`src/rtl/pc_sequencer.sv`:
```
// pc_sequencer: program counter with next-PC selection, circular return-address
// stack, trap/EPC handling with nesting detection and target-alignment checking.
module pc_sequencer #(
    parameter int              ADDR_W    = 32,
    parameter logic [ADDR_W-1:0] RESET_VEC = 32'h00000000,
    parameter logic [ADDR_W-1:0] TRAP_VEC  = 32'h00000100,
    parameter int              INC       = 4,
    parameter int              RAS_DEPTH = 4,
    localparam int             CNT_W     = $clog2(RAS_DEPTH + 1),
    localparam int             PTR_W     = $clog2(RAS_DEPTH)
) (
    input  logic              clk,
    input  logic              reset_n,
    input  logic              pc_write,
    input  logic              branch_taken,
    input  logic [ADDR_W-1:0] branch_target,
    input  logic              jump,
    input  logic [ADDR_W-1:0] jump_target,
    input  logic              call,
    input  logic              ret,
    input  logic              trap,
    input  logic              mret,
    output logic [ADDR_W-1:0] pc_current,
    output logic [ADDR_W-1:0] pc_plus,
    output logic [ADDR_W-1:0] epc,
    output logic              in_trap,
    output logic              double_fault,
    output logic [CNT_W-1:0]  ras_count,
    output logic              ras_underflow,
    output logic              misalign
);
    // Low log2(INC) bits must be zero for an aligned target.
    localparam logic [ADDR_W-1:0] ALIGN_MASK = ADDR_W'(INC - 1);

    logic [ADDR_W-1:0] ras_mem [RAS_DEPTH];
    logic [PTR_W-1:0]  ras_ptr;     // next free slot; top of stack is ras_ptr-1
    logic [PTR_W-1:0]  ptr_inc, ptr_dec;
    logic [ADDR_W-1:0] ras_top, redir_tgt, pc_next;
    logic take_mret, do_ret, do_jump, do_branch, ret_pop, ret_uflow;
    logic mis_now, enter_trap, ras_push, ras_pop;

    assign pc_plus = pc_current + ADDR_W'(INC);

    // Next-PC selection, RAS control and alignment check
    always_comb begin
        ptr_inc    = (ras_ptr == PTR_W'(RAS_DEPTH - 1)) ? '0 : ras_ptr + 1'b1;
        ptr_dec    = (ras_ptr == '0) ? PTR_W'(RAS_DEPTH - 1) : ras_ptr - 1'b1;
        ras_top    = ras_mem[ptr_dec];
        // mret with in_trap = 0 falls through to the lower priorities
        take_mret  = pc_write & mret & in_trap;
        do_ret     = pc_write & ~take_mret & ret;
        do_jump    = pc_write & ~take_mret & ~ret & jump;
        do_branch  = pc_write & ~take_mret & ~ret & ~jump & branch_taken;
        ret_pop    = do_ret & (ras_count != '0);
        redir_tgt  = ret_pop ? ras_top : (do_jump ? jump_target : branch_target);
        // Misalignment still pulses when an explicit trap arrives in the same cycle
        mis_now    = (ret_pop | do_jump | do_branch) & ((redir_tgt & ALIGN_MASK) != '0);
        enter_trap = trap | mis_now;
        ret_uflow  = ~enter_trap & do_ret & (ras_count == '0);
        ras_pop    = ~enter_trap & ret_pop;
        ras_push   = ~enter_trap & call & (do_jump | do_ret);

        pc_next = pc_current;
        if (enter_trap)       pc_next = TRAP_VEC;
        else if (take_mret)   pc_next = epc;
        else if (ret_pop)     pc_next = ras_top;
        else if (do_ret)      pc_next = pc_plus;
        else if (do_jump)     pc_next = jump_target;
        else if (do_branch)   pc_next = branch_target;
        else if (pc_write)    pc_next = pc_plus;
    end

    // PC, trap state, RAS bookkeeping and status pulses
    always_ff @(posedge clk) begin
        if (!reset_n) begin
            pc_current    <= RESET_VEC;
            epc           <= '0;
            in_trap       <= 1'b0;
            double_fault  <= 1'b0;
            ras_count     <= '0;
            ras_ptr       <= '0;
            ras_underflow <= 1'b0;
            misalign      <= 1'b0;
        end else begin
            pc_current    <= pc_next;
            ras_underflow <= ret_uflow;
            misalign      <= mis_now;
            if (enter_trap) begin
                if (!in_trap) begin
                    epc     <= pc_current;
                    in_trap <= 1'b1;
                end else begin
                    double_fault <= 1'b1;
                end
            end else if (take_mret) begin
                in_trap <= 1'b0;
            end
            // Swap (pop+push) keeps pointer and count; top entry is rewritten
            if (ras_pop && !ras_push) begin
                ras_ptr   <= ptr_dec;
                ras_count <= ras_count - 1'b1;
            end else if (ras_push && !ras_pop) begin
                ras_ptr <= ptr_inc;
                if (ras_count != CNT_W'(RAS_DEPTH))
                    ras_count <= ras_count + 1'b1;
            end
        end
    end

    // RAS storage; a full push overwrites the oldest entry by wrapping the pointer
    always_ff @(posedge clk) begin
        if (reset_n) begin
            if (ras_push && ras_pop)
                ras_mem[ptr_dec] <= pc_plus;
            else if (ras_push)
                ras_mem[ras_ptr] <= pc_plus;
        end
    end
endmodule

```
`config.mk`:
```
export PLATFORM = sky130hd
export DESIGN_NAME = pc_sequencer
export DESIGN_NICKNAME = d
export VERILOG_FILES = /design/src/rtl/pc_sequencer.sv
export SDC_FILE = /design/constraint.sdc
export NUM_CORES = 1
export LEC_CHECK = 0
export CAP_MARGIN = 20
export CORE_ASPECT_RATIO = 0.8
export CORE_MARGIN = 2
export CORE_UTILIZATION = 53
export CTS_CLUSTER_SIZE = 12
export DETAILED_ROUTE_END_ITERATION = 10
export GPL_ROUTABILITY_DRIVEN = 0
export HOLD_SLACK_MARGIN = 0.15
export PLACE_DENSITY = 0.88
export SKIP_CTS_REPAIR_TIMING = 1
export SLEW_MARGIN = 0
export SYNTH_ARGS = -nofsm -noshare
export SYNTH_HDL_FRONTEND = slang
export SYNTH_SLANG_ARGS = --single-unit
export TNS_END_PERCENT = 30
```
`constraint.sdc`:
```
create_clock -name clk -period 6.8 [get_ports clk]
set_input_delay 1.36 -clock clk [delete_from_list [all_inputs] [get_ports clk]]
set_output_delay 1.36 -clock clk [all_outputs]
set_load 0.005 [all_outputs]
```
### Word-level counts from Yosys, hierarchy flattened

Memory sizes are Yosys's and may differ from the RTL's.
Index checks and enable logic that the tools add are counted.

* add/sub/neg operators: 5
* eq/ne operators: 2
* multiplexer cells: 28
* bitwise gates (word level): 25
* reduce and logical (&&, ||, !) cells: 19

Operators with widths (count)
* 32-bit 2-to-1 mux: 7
* 32-bit by 3-bit adder with 32-bit output, second input constant: 1
* 32-bit nonzero test: 1
* 32-bit OR reduction: 1
* 1-bit AND: 15
* 2-bit 2-to-1 mux: 7
* 1-bit 2-to-1 mux: 10
* 3-bit 2-to-1 mux: 3
* 9-bit 2-to-1 mux: 1
* 7-bit nonzero test: 1
* 1-bit NOT: 6
* 2-bit AND reduction: 3
* 2-bit nonzero test: 3
* 6-bit nonzero test: 1
* 1-bit bitwise OR: 4
* 3-bit by 1-bit adder with 3-bit output, second input constant: 1
* 1-bit logical AND: 3
* 3-bit zero test: 1
* 3-bit != test, second input constant: 1
* 3-bit nonzero test: 1
* 3-bit by 1-bit subtractor with 3-bit output, second input constant: 1
* 2-bit by 1-bit adder with 2-bit output, second input constant: 1
* 2-bit == test, second input constant: 1
* 1-bit zero test: 2
* other kinds (3): 3

* register bits after elaboration: 73
* RAM bits: 128
* input port bits: 73
* output and inout port bits: 103
* logic and storage cells: 89
* memories kept: 1

Memories
* ras_mem: depth 4, width 32, rd ports 1, clocked after Yosys merged registers in 0, write ports 1, line 35 `logic [ADDR_W-1:0] ras_mem [RAS_DEPTH];`

### Logic depth before layout (Yosys ltp)

Gate-level depths: netlist (run 1).

* depth in word-level cells: 20
* depth in mapped cells: 16
* depth with buffers taken out: 15

### Worst setup path before layout (run 1)

Ideal clock, no wire load.

* path type: input port to flip-flop
* start point: input pc_write
* end point: memory ras_mem[2][0] (enable)
* library setup time: 0.421 ns
* arrival: 4.731 ns
* data required time: 6.379 ns
* setup slack: 1.648 ns
* stages on the path: 12
* path buffers: 4
* path through: buf_2 > a21bo_2 > clkbuf_1 > nor3_1 > buf_2 > clkbuf_1 > nand2_1 > ha_1 > nor2_1 > a22o_1 > nand2_1 > nor2_1

* cells in the longest elaborated chain, start to end: 20
* elaborated cells between the ends (all ways): 33
* those cells by class: mux (11); bitwise (19); reduce/logical (3)

RTL lines
* start, declared: line 14 `input logic pc_write,`
* 1-bit AND (2 in series): line 50 `take_mret = pc_write & mret & in_trap;`
* 1-bit NOT: line 51, 52, 53
* 1-bit AND *: line 51, 52, 53
* 1-bit AND: line 52, 53
* 1-bit AND: line 52 `do_jump = pc_write & ~take_mret & ~ret & jump;`
* 2-bit 2-to-1 mux (2 in series): line 55 `redir_tgt = ret_pop ? ras_top : (do_jump ? jump_target : branch_target);`
* 32-bit nonzero test: line 57 `mis_now = (ret_pop | do_jump | do_branch) & ((redir_tgt & ALIGN_MASK) != '0);`
* 1-bit AND: line 57
* 1-bit bitwise OR: line 58 `enter_trap = trap | mis_now;`
* 1-bit NOT: line 60, 61
* 1-bit AND (2 in series): line 61 `ras_push = ~enter_trap & call & (do_jump | do_ret);`
* 1-bit 2-to-1 mux / 1-bit logical AND (equally long branches): line 115, 113
* 1-bit 2-to-1 mux: line 113 `if (ras_push && ras_pop)`
* 1-bit 2-to-1 mux: line 112 `if (reset_n) begin`
* 1-bit 2-to-1 mux (implied by the code): line 116 `ras_mem[ras_ptr] <= pc_plus;`
* 32-bit OR reduction (no source line)
* 2-bit 2-to-1 mux (no source line) / 1-bit 2-to-1 mux (equally long branches)
* end, declared: line 35

Mark *: on every way between the ends. The rest lies on a longest branch, timed or not.

### Worst setup path after layout (run 1)

* start point: register pc_current[5]
* end point: output pc_plus[31]

* cells in the longest elaborated chain, start to end: 1

RTL lines
* start, declared: line 23 `output logic [ADDR_W-1:0] pc_current,`
* start signal, assigned: line 85 `pc_current <= pc_next;`
* 32-bit by 3-bit adder with 32-bit output: line 42 `assign pc_plus = pc_current + ADDR_W'(INC);`
* end, declared: line 24 `output logic [ADDR_W-1:0] pc_plus,`

No other way between the ends.

==> results.toml, run 1 <==
[worst_setup_path]
r2r-end = "ras_mem[3][6]"
cpPeakStageDelay_ps = 800
required_ps = 5440
crit_fanout = 14
cpMaxStageDelayCell = "or4_1"
ff2ff_path_depth = 14
endpoint = "pc_plus[31]"
criticalPathCategory = "reg -> out"
cp.arrival_ps = 3690
critical_path.top_delay_family = "simple AND/OR/NAND/NOR gates"
startpoint = "pc_current[5]"
endpoint_kind = "output pin"
cp.depth = 6
path_cells = "nand4_2 -> or4_1 -> or4_1 -> xor2_1 -> inv_1 -> clkdlybuf4s50_1"
r2r_start = "ras_ptr[0]"
crit_buf_inv = 2
path_common_cell = "or4_1"
start_kind = "register"
ff2ff_setup_slack_ps = 2100

[synth]
avgSynthCellArea_sq_um = 11.75
async_reset_ff_frac = 0
syn_nets = 917
yosys.area.top_type_share = 0.3913
yosysTopAreaCell = "edfxtp_1"
yosysMostFrequentCell = "edfxtp_1"
synth_edf_count = 128
ys.warnings.count = 0
postSynthCellCount = 836
yosys_most_used_dff = "edfxtp_1"
synth_seq_cells = 201
netlist_area_sq_mm = 0.009823
synth_common_cells = "edfxtp_1, nand2_1, dfxtp_1"
synthTopCellsByArea = "edfxtp_1, dfxtp_1, mux4_2"
synth.distinct_cells = 78
ys_seq_area_frac = 0.5401

[grt]
grt_overflow = 0
grt_pass1_vias = 7746
met1_usage = 0.4697
grt_start_max_net_pins = 81
use_met2 = 0.4388
grt_pass1_wl_um = 47400
antenna_found_initial = 2
grt_usage = 0.3181
gr-usage-met3 = 0.1246
grt-busiest-layer = "met1"

[sta]
period_needed_ps = 5052
hold_viol = 0
max_freq_mhz = 197.9
slew-limit-headroom = 0.1980
slew_violations = 0
worst_pin_slew_ps = 1199
rsz0062_at_grt = "false"
finalSetupViolCount = 0
clock_skew_ps = 24.75
tns_ps = 0
min_period_over_period = 0.7430

[place]
placed_area_sq_mm = 0.01161
portBuffers = 175
dp_cells = 1185
dp_hpwl_um = 21780

[power_and_ir_drop]
combPwrFrac = 0.116
power_frac_seq = 0.486
power_frac_clock = 0.398
switching_share = 0.2441
ir_drop_mv = 0.3121
switchingPower_uw = 672.7
p_int_uw = 2083
powerDensity_mw_per_mm2 = 224.9
power.leakage_uw = 0.004085

[drt]
via_per_inst = 6.769
drtIter0Drc = 1432
ant_nets = 0
vias = 8292
drt-total-wl_um = 31590
wire_per_inst_um = 25.79
drc = 0
first_pass_iters = 6

[cells_and_area]
n_fill_cell = 1284
drive_gt1_frac = 0.1168
nets = 1059
final_cells = 1225
stdcell_area_sq_mm = 0.01225
syn2layout_area_growth_pct = 24.72

[floorplanning]
initial_core_util = 0.5407
dieArea_sq_mm = 0.01965
core-area_sq_mm = 0.01817
die_w_um = 156.2
die_h_um = 125.8
rows = 44
ioPinCount = 176

[cts]
h-tree-depth = 1
cts_tree = "yes"
clock_path_buffers = 3
cts_sinks = 201
clk_pin_slew_ps = 60
numCtsBuffers = 21
root_buffer = "clkbuf_16"
clock_latency_ps = 520

[hold_path]
holdPathStages = 2
hold_class = "reg -> reg"

[status]
status = "completed"

[flow_run]
max_cap_violations = 0
area by class of cell:
type | count | area, sq um | share of cell area
sequential | 201 | 5305 | 0.4330
multi-input combinational | 546 | 4094 | 0.3341
timing repair buffer | 190 | 1859 | 0.1518
clock buffer | 34 | 584.3 | 0.04769
tap | 230 | 287.8 | 0.02349
inverter | 18 | 67.56 | 0.005515
clock inverter | 4 | 48.80 | 0.003983
antenna | 2 | 5.005 | 0.0004085
tightest hold or removal path: stages, from the launching register on:
cell and delay, ps:
dfxtp_1 320, nand2_1 60, mux2i_1 50
power by group through the flow:
stage / sequential (uW) / combinational, uW / clock (uW)
after global placement: 1360 / 302 / 0
after CTS: 1340 / 309 / 1100
after floorplan: 1350 / 169 / 0
after detailed placement: 1360 / 306 / 0
after global routing: 1340 / 334 / 1150
final: 1340 / 320 / 1100
cells in the final DEF (no fill, tap or decap), types with 16 or more instances in the layout:
| cell type | synthesis | layout |
|---|---|---|
| a211oi_1 | 16 | 16 |
| a21oi_1 | 26 | 26 |
| clkbuf_16 | 0 | 21 |
| clkdlybuf4s50_1 | 0 | 174 |
| dfxtp_1 | 73 | 73 |
| edfxtp_1 | 128 | 128 |
| inv_1 | 17 | 17 |
| mux2i_1 | 35 | 35 |
| mux4_2 | 33 | 33 |
| nand2_1 | 114 | 114 |
| nor2_1 | 26 | 22 |
| nor3_1 | 19 | 17 |
| o21ai_0 | 41 | 41 |
| or3_1 | 19 | 19 |
per-stage QoR:
stage | util | power, uW | hold slack [ps] | setup slack [ps]
after floorplan | - | 1520 | 459.8 | 1648
after global placement | 0.6393 | 1664 | 454.3 | 1786
after detailed placement | 0.6393 | 1669 | 468.4 | 1562
after CTS | 0.6741 | 2750 | 480.0 | 1827
after global routing | 0.6741 | 2825 | 502.4 | 1612
final | 0.6744 | 2755 | 480.7 | 1748
logic make-up after synthesis:
logic type      synth area share
simple gates              0.1344
flops                     0.5401
compound gates            0.1406
buf+inv                  0.04649
mux                       0.1113
xor+xnor                 0.01694
fa+ha+maj                0.01019
routing by layer:
metal  share of wire  routed length, um
met5               0                  0
met4           0.034               1089
met3            0.16               5044
met2            0.41              12880
met1            0.40              12580
state kept, by name, indices dropped and copies added, names as in the netlist, named ones only:
name           flops
in_trap            1
ras_mem          128
epc               32
pc_current        30
double_fault       1
ras_underflow      1
misalign           1
ras_count          3
ras_ptr            2
how the worst min path moves through the flow:
stage / slack, ps / endpoint / start
final: 480 / epc[19] / epc[19]
after global routing: 500 / double_fault / double_fault
after CTS: 480 / epc[19] / epc[19]
after detailed placement: 470 / epc[22] / epc[22]
after global placement: 450 / epc[31] / epc[31]
after floorplan: 460 / epc[10] / epc[10]
Note: power is estimated with default switching activity, not from simulation.
==> run 2: changes to the inputs <==
CORE_UTILIZATION = 48   (was 53)
PLACE_DENSITY = 0.85   (was 0.88)
clock period = 4.2 ns   (was 6.8 ns; I/O delays follow)
==> run 2 against run 1 <==
Net effect: sequential power rose by 61%; hold slack improved by 1.5 ps; first-iteration DRC count fell by 8.8%; largest cell class unchanged; routed wire length rose by 3.0%; critical path depth did not move; clock skew fell by 11 ps; sequential share of layout area fell by 1.3 points; clock power rose by 71%; non-clock buffer count rose by 34; register-to-register slack got worse by 1700 ps.
==> results.toml, run 2 (synthesis results as in run 1) <==
[status]
status = "completed"

[grt]
grt_overflow = 0
grt_start_max_net_pins = 47
antenna_found_initial = 0
grt_pass1_wl_um = 48800
grt_usage = 0.2957
grt_pass1_vias = 8072

[cells_and_area]
mostFrequentLayoutCell = "clkdlybuf4s50_1"
largest-register = "ras_mem"
largest_registers = "ras_mem x128, epc x32, pc_current x30"
drive_gt1_frac = 0.1555
mostFrequentLayoutCells = "clkdlybuf4s50_1, edfxtp_1, nand2_1"
final_cells = 1293
final_util = 0.6325
nets = 1094
syn2layout_area_growth_pct = 28.59
diodes = 0
largest_reg_flops = 128

[worst_setup_path]
cpMaxStageDelayCell = "or4_2"
cpPeakStageDelay_ps = 690
endpoint = "pc_plus[20]"
critical_path.top_delay_family = "simple AND/OR/NAND/NOR gates"
path_cells = "nand4_2 -> buf_4 -> or4_2 -> or3_1 -> nand2_2 -> clkdlybuf4s50_1"
r2r-end = "ras_mem[3][5]"
crit_buf_inv = 2
ff2ff_path_depth = 13
criticalPathCategory = "reg -> out"
cp.depth = 6
ff2ff_setup_slack_ps = 440
startpoint = "pc_current[6]"
cp.arrival_ps = 3240
crit_fanout = 12
required_ps = 3360
endpoint_kind = "output pin"
r2r_start = "ras_ptr[0]"
start_kind = "register"

[place]
dp_cells = 1253
portBuffers = 175
pre_cts_slack_ps = 110.6
dp_hpwl_um = 22780

[drt]
drc = 0
wire_per_inst_um = 25.15
ant_nets = 0
drtIter0Drc = 1306
via_per_inst = 6.527
first_pass_iters = 5
drt-total-wl_um = 32530
vias = 8439

[sta]
slew_violations = 0
slew-limit-headroom = 0.4563
hold_viol = 0
finalWorstSetupSlack_ps = 117.1
min_period_over_period = 0.9721
tns_ps = 0
worst_pin_slew_ps = 812.7
max_freq_mhz = 244.9
period_needed_ps = 4083
clock_skew_ps = 13.75
finalSetupViolCount = 0

[cts]
h-tree-depth = 1
root_buffer = "clkbuf_16"
numCtsBuffers = 22
cts_sinks = 201
clock_path_buffers = 3
cts_tree = "yes"
clock_latency_ps = 520
clk_pin_slew_ps = 60

[power_and_ir_drop]
power.leakage_uw = 0.004290
powerDensity_mw_per_mm2 = 363.1
p_total_uw = 4586
ir_drop_mv = 0.3327

[floorplanning]
core-area_sq_mm = 0.01997
die_h_um = 132.0
die_w_um = 163.9
rows = 46
dieArea_sq_mm = 0.02163
ioPinCount = 176
initial_core_util = 0.4919

[flow_run]
max_cap_violations = 0

[hold_path]
hold_class = "reg -> reg"
run 2: worst min path at each step:
stage	start	endpoint	slack, ps	depth (start not counted)
6_report	epc[13]	epc[13]	480	2
5_1_grt	double_fault	double_fault	500	1
4_1_cts	epc[13]	epc[13]	480	2
3_5_place_dp	epc[12]	epc[12]	470	2
3_3_place_gp	double_fault	double_fault	450	1
2_1_floorplan	epc[10]	epc[10]	460	2
run 2: final cells by class:
type,instances,area [sq um]
well taps,264,330.3
flip-flops and latches,201,5309
multi-input cells,546,4111
repair buffers,224,2127
clock buffers,35,619.3
clock inverters,5,67.56
inverters,18,67.56
fillers,1495,7340
run 2: stage by stage:
stage | cell area [sq um] | hold WS [ps]
finish | 12630 | 482.1
global route | 12630 | 496.7
CTS | 12610 | 479.2
detailed placement | 11920 | 469.6
global placement | 11920 | 448.1
floorplan | 9823 | 459.8
run 2: worst register-to-register path, stage by stage, from the launching register on:
cell	delay [ps]
dfxtp_1	440
inv_1	100
ha_1	260
nor2b_4	140
mux4_2	570
a221oi_4	360
nand3_1	220
inv_1	140
ha_1	250
nand2_1	120
nand2_1	110
o21ai_0	170
nor2_2	180
buf_4	350
run 2: power breakdown:
part           switching, uW  leakage (uW)  internal (uW)
logic                    292       0.00219            253
registers               40.1       0.00177           2120
clock network            799      0.000333           1080
total                   1130       0.00429           3450
run 2: per-layer routing:
metal  global-route usage  share of wire  vias to the layer above
met5                    0              0                        -
met4               0.1033          0.038                        0
met3              0.07990           0.14                      123
met2               0.4412           0.44                      684
met1               0.4173           0.38                     4064
li1                     -              -                     3568
==> run 3: changes to the inputs <==
CORE_MARGIN = unset   (was 2)
==> run 3 against run 2 <==
Net effect: maximum frequency fell by 1.6%; utilization fell by 0.30 points; hold slack lost 14 ps; register-to-register slack got worse by 50 ps; critical path depth stayed put; final cell count shrank 0.46%; via count rose by 1.3%; global-route usage increased by 0.68 points; clock skew shrank 5.0 ps; routed wire length is 2.2% lower; flip-flop and latch count unchanged; die area down 2.7%; critical path type unchanged; highest routed layer unchanged.
==> results.toml, run 3 (synthesis results as in run 1) <==
[drt]
ant_nets = 0
drtIter0Drc = 1380
drc = 0
wire_per_inst_um = 24.71
vias = 8549
via_per_inst = 6.643
drt-total-wl_um = 31810
first_pass_iters = 6

[sta]
hold_slack_ps = 467.8
slew_violations = 0
rsz0062_at_grt = "false"
worst_pin_slew_ps = 772.8
max_freq_mhz = 241.0
period_needed_ps = 4149
min_period_over_period = 0.9879
clock_skew_ps = 8.745
tns_ps = 0
hold_viol = 0
finalSetupViolCount = 0
slew-limit-headroom = 0.4831

[power_and_ir_drop]
p_total_uw = 4410
power.leakage_uw = 0.004244
powerDensity_mw_per_mm2 = 351.8
ir_drop_mv = 0.3074

[cts]
numCtsBuffers = 21
clk_pin_slew_ps = 60
cts_sinks = 201
root_buffer = "clkbuf_16"
cts_tree = "yes"
h-tree-depth = 1
clock_latency_ps = 500
clock_path_buffers = 3

[floorplanning]
ioPinCount = 176
die_h_um = 130.0
core-area_sq_mm = 0.01991
die_w_um = 161.9
initial_core_util = 0.4933
dieArea_sq_mm = 0.02104
rows = 46

[cells_and_area]
diodes = 0
mostFrequentLayoutCells = "clkdlybuf4s50_1, edfxtp_1, nand2_1"
final_cells = 1287
drive_gt1_frac = 0.1496
mostFrequentLayoutCell = "clkdlybuf4s50_1"
largest_registers = "ras_mem x128, epc x32, pc_current x30"
nets = 1090
final_util = 0.6295
largest-register = "ras_mem"
largest_reg_flops = 128
syn2layout_area_growth_pct = 27.61

[place]
dp_hpwl_um = 22570
portBuffers = 175
dp_cells = 1250

[worst_setup_path]
required_ps = 3360
crit_fanout = 7
endpoint_kind = "output pin"
start_kind = "register"
criticalPathCategory = "reg -> out"
cp.arrival_ps = 3310

[grt]
grt_start_max_net_pins = 48
grt_pass1_wl_um = 47710
antenna_found_initial = 0
grt_pass1_vias = 7962
grt_overflow = 0
grt_usage = 0.3025

[hold_path]
hold_class = "reg -> reg"

[status]
status = "completed"

[flow_run]
max_cap_violations = 0
-- run 3: routing by layer --
layer | global-route usage | vias up | wire, um
met4 | 0.1132 | 0 | 1315
met5 | 0 | - | 0
li1 | - | 3547 | -
met3 | 0.07851 | 136 | 4515
met2 | 0.4587 | 769 | 13910
met1 | 0.4196 | 4097 | 12060
-- run 3: final timing paths --
check             slack, ps          start        endpoint  cells past startpoint
setup / recovery         50  pc_current[2]     pc_plus[20]                      6
hold / removal          470   double_fault    double_fault                      1
setup reg to reg        390     ras_ptr[0]  ras_mem[3][30]                     13
hold reg to reg         470   double_fault    double_fault                      1
-- run 3: layout make-up --
cell class	count	area, sq um
Tap cell	264	330.3
Sequential cell	201	5306
Inverter	18	67.56
Timing Repair Buffer	221	2105
Multi-Input combinational cell	546	4114
Clock inverter	3	18.77
Clock buffer	34	594.3
Fill cell	1485	7378
-- run 3: critical path, cell delays in order (launching register included) --
cell	delay (ps)
dfxtp_1	470
ha_2	310
nand3_1	200
or4_2	670
or3_1	400
nand2_2	200
clkdlybuf4s50_1	540
-- run 3: report_power, final --
part | switching [uW] | leakage (uW) | internal (uW) | total [uW]
registers | 38.0 | 0.00177 | 2120 | 2160
clock network | 739 | 0.000299 | 966 | 1710
logic | 291 | 0.00218 | 253 | 544
-- run 3: stage by stage --
step | instance area [sq um] | worst slack, ps
3_3_place_gp | 11900 | 406.6
5_1_grt | 12540 | 22.58
3_5_place_dp | 11900 | 285.6
6_report | 12540 | 50.76
2_1_floorplan | 9823 | -432.0
4_1_cts | 12510 | -99.63
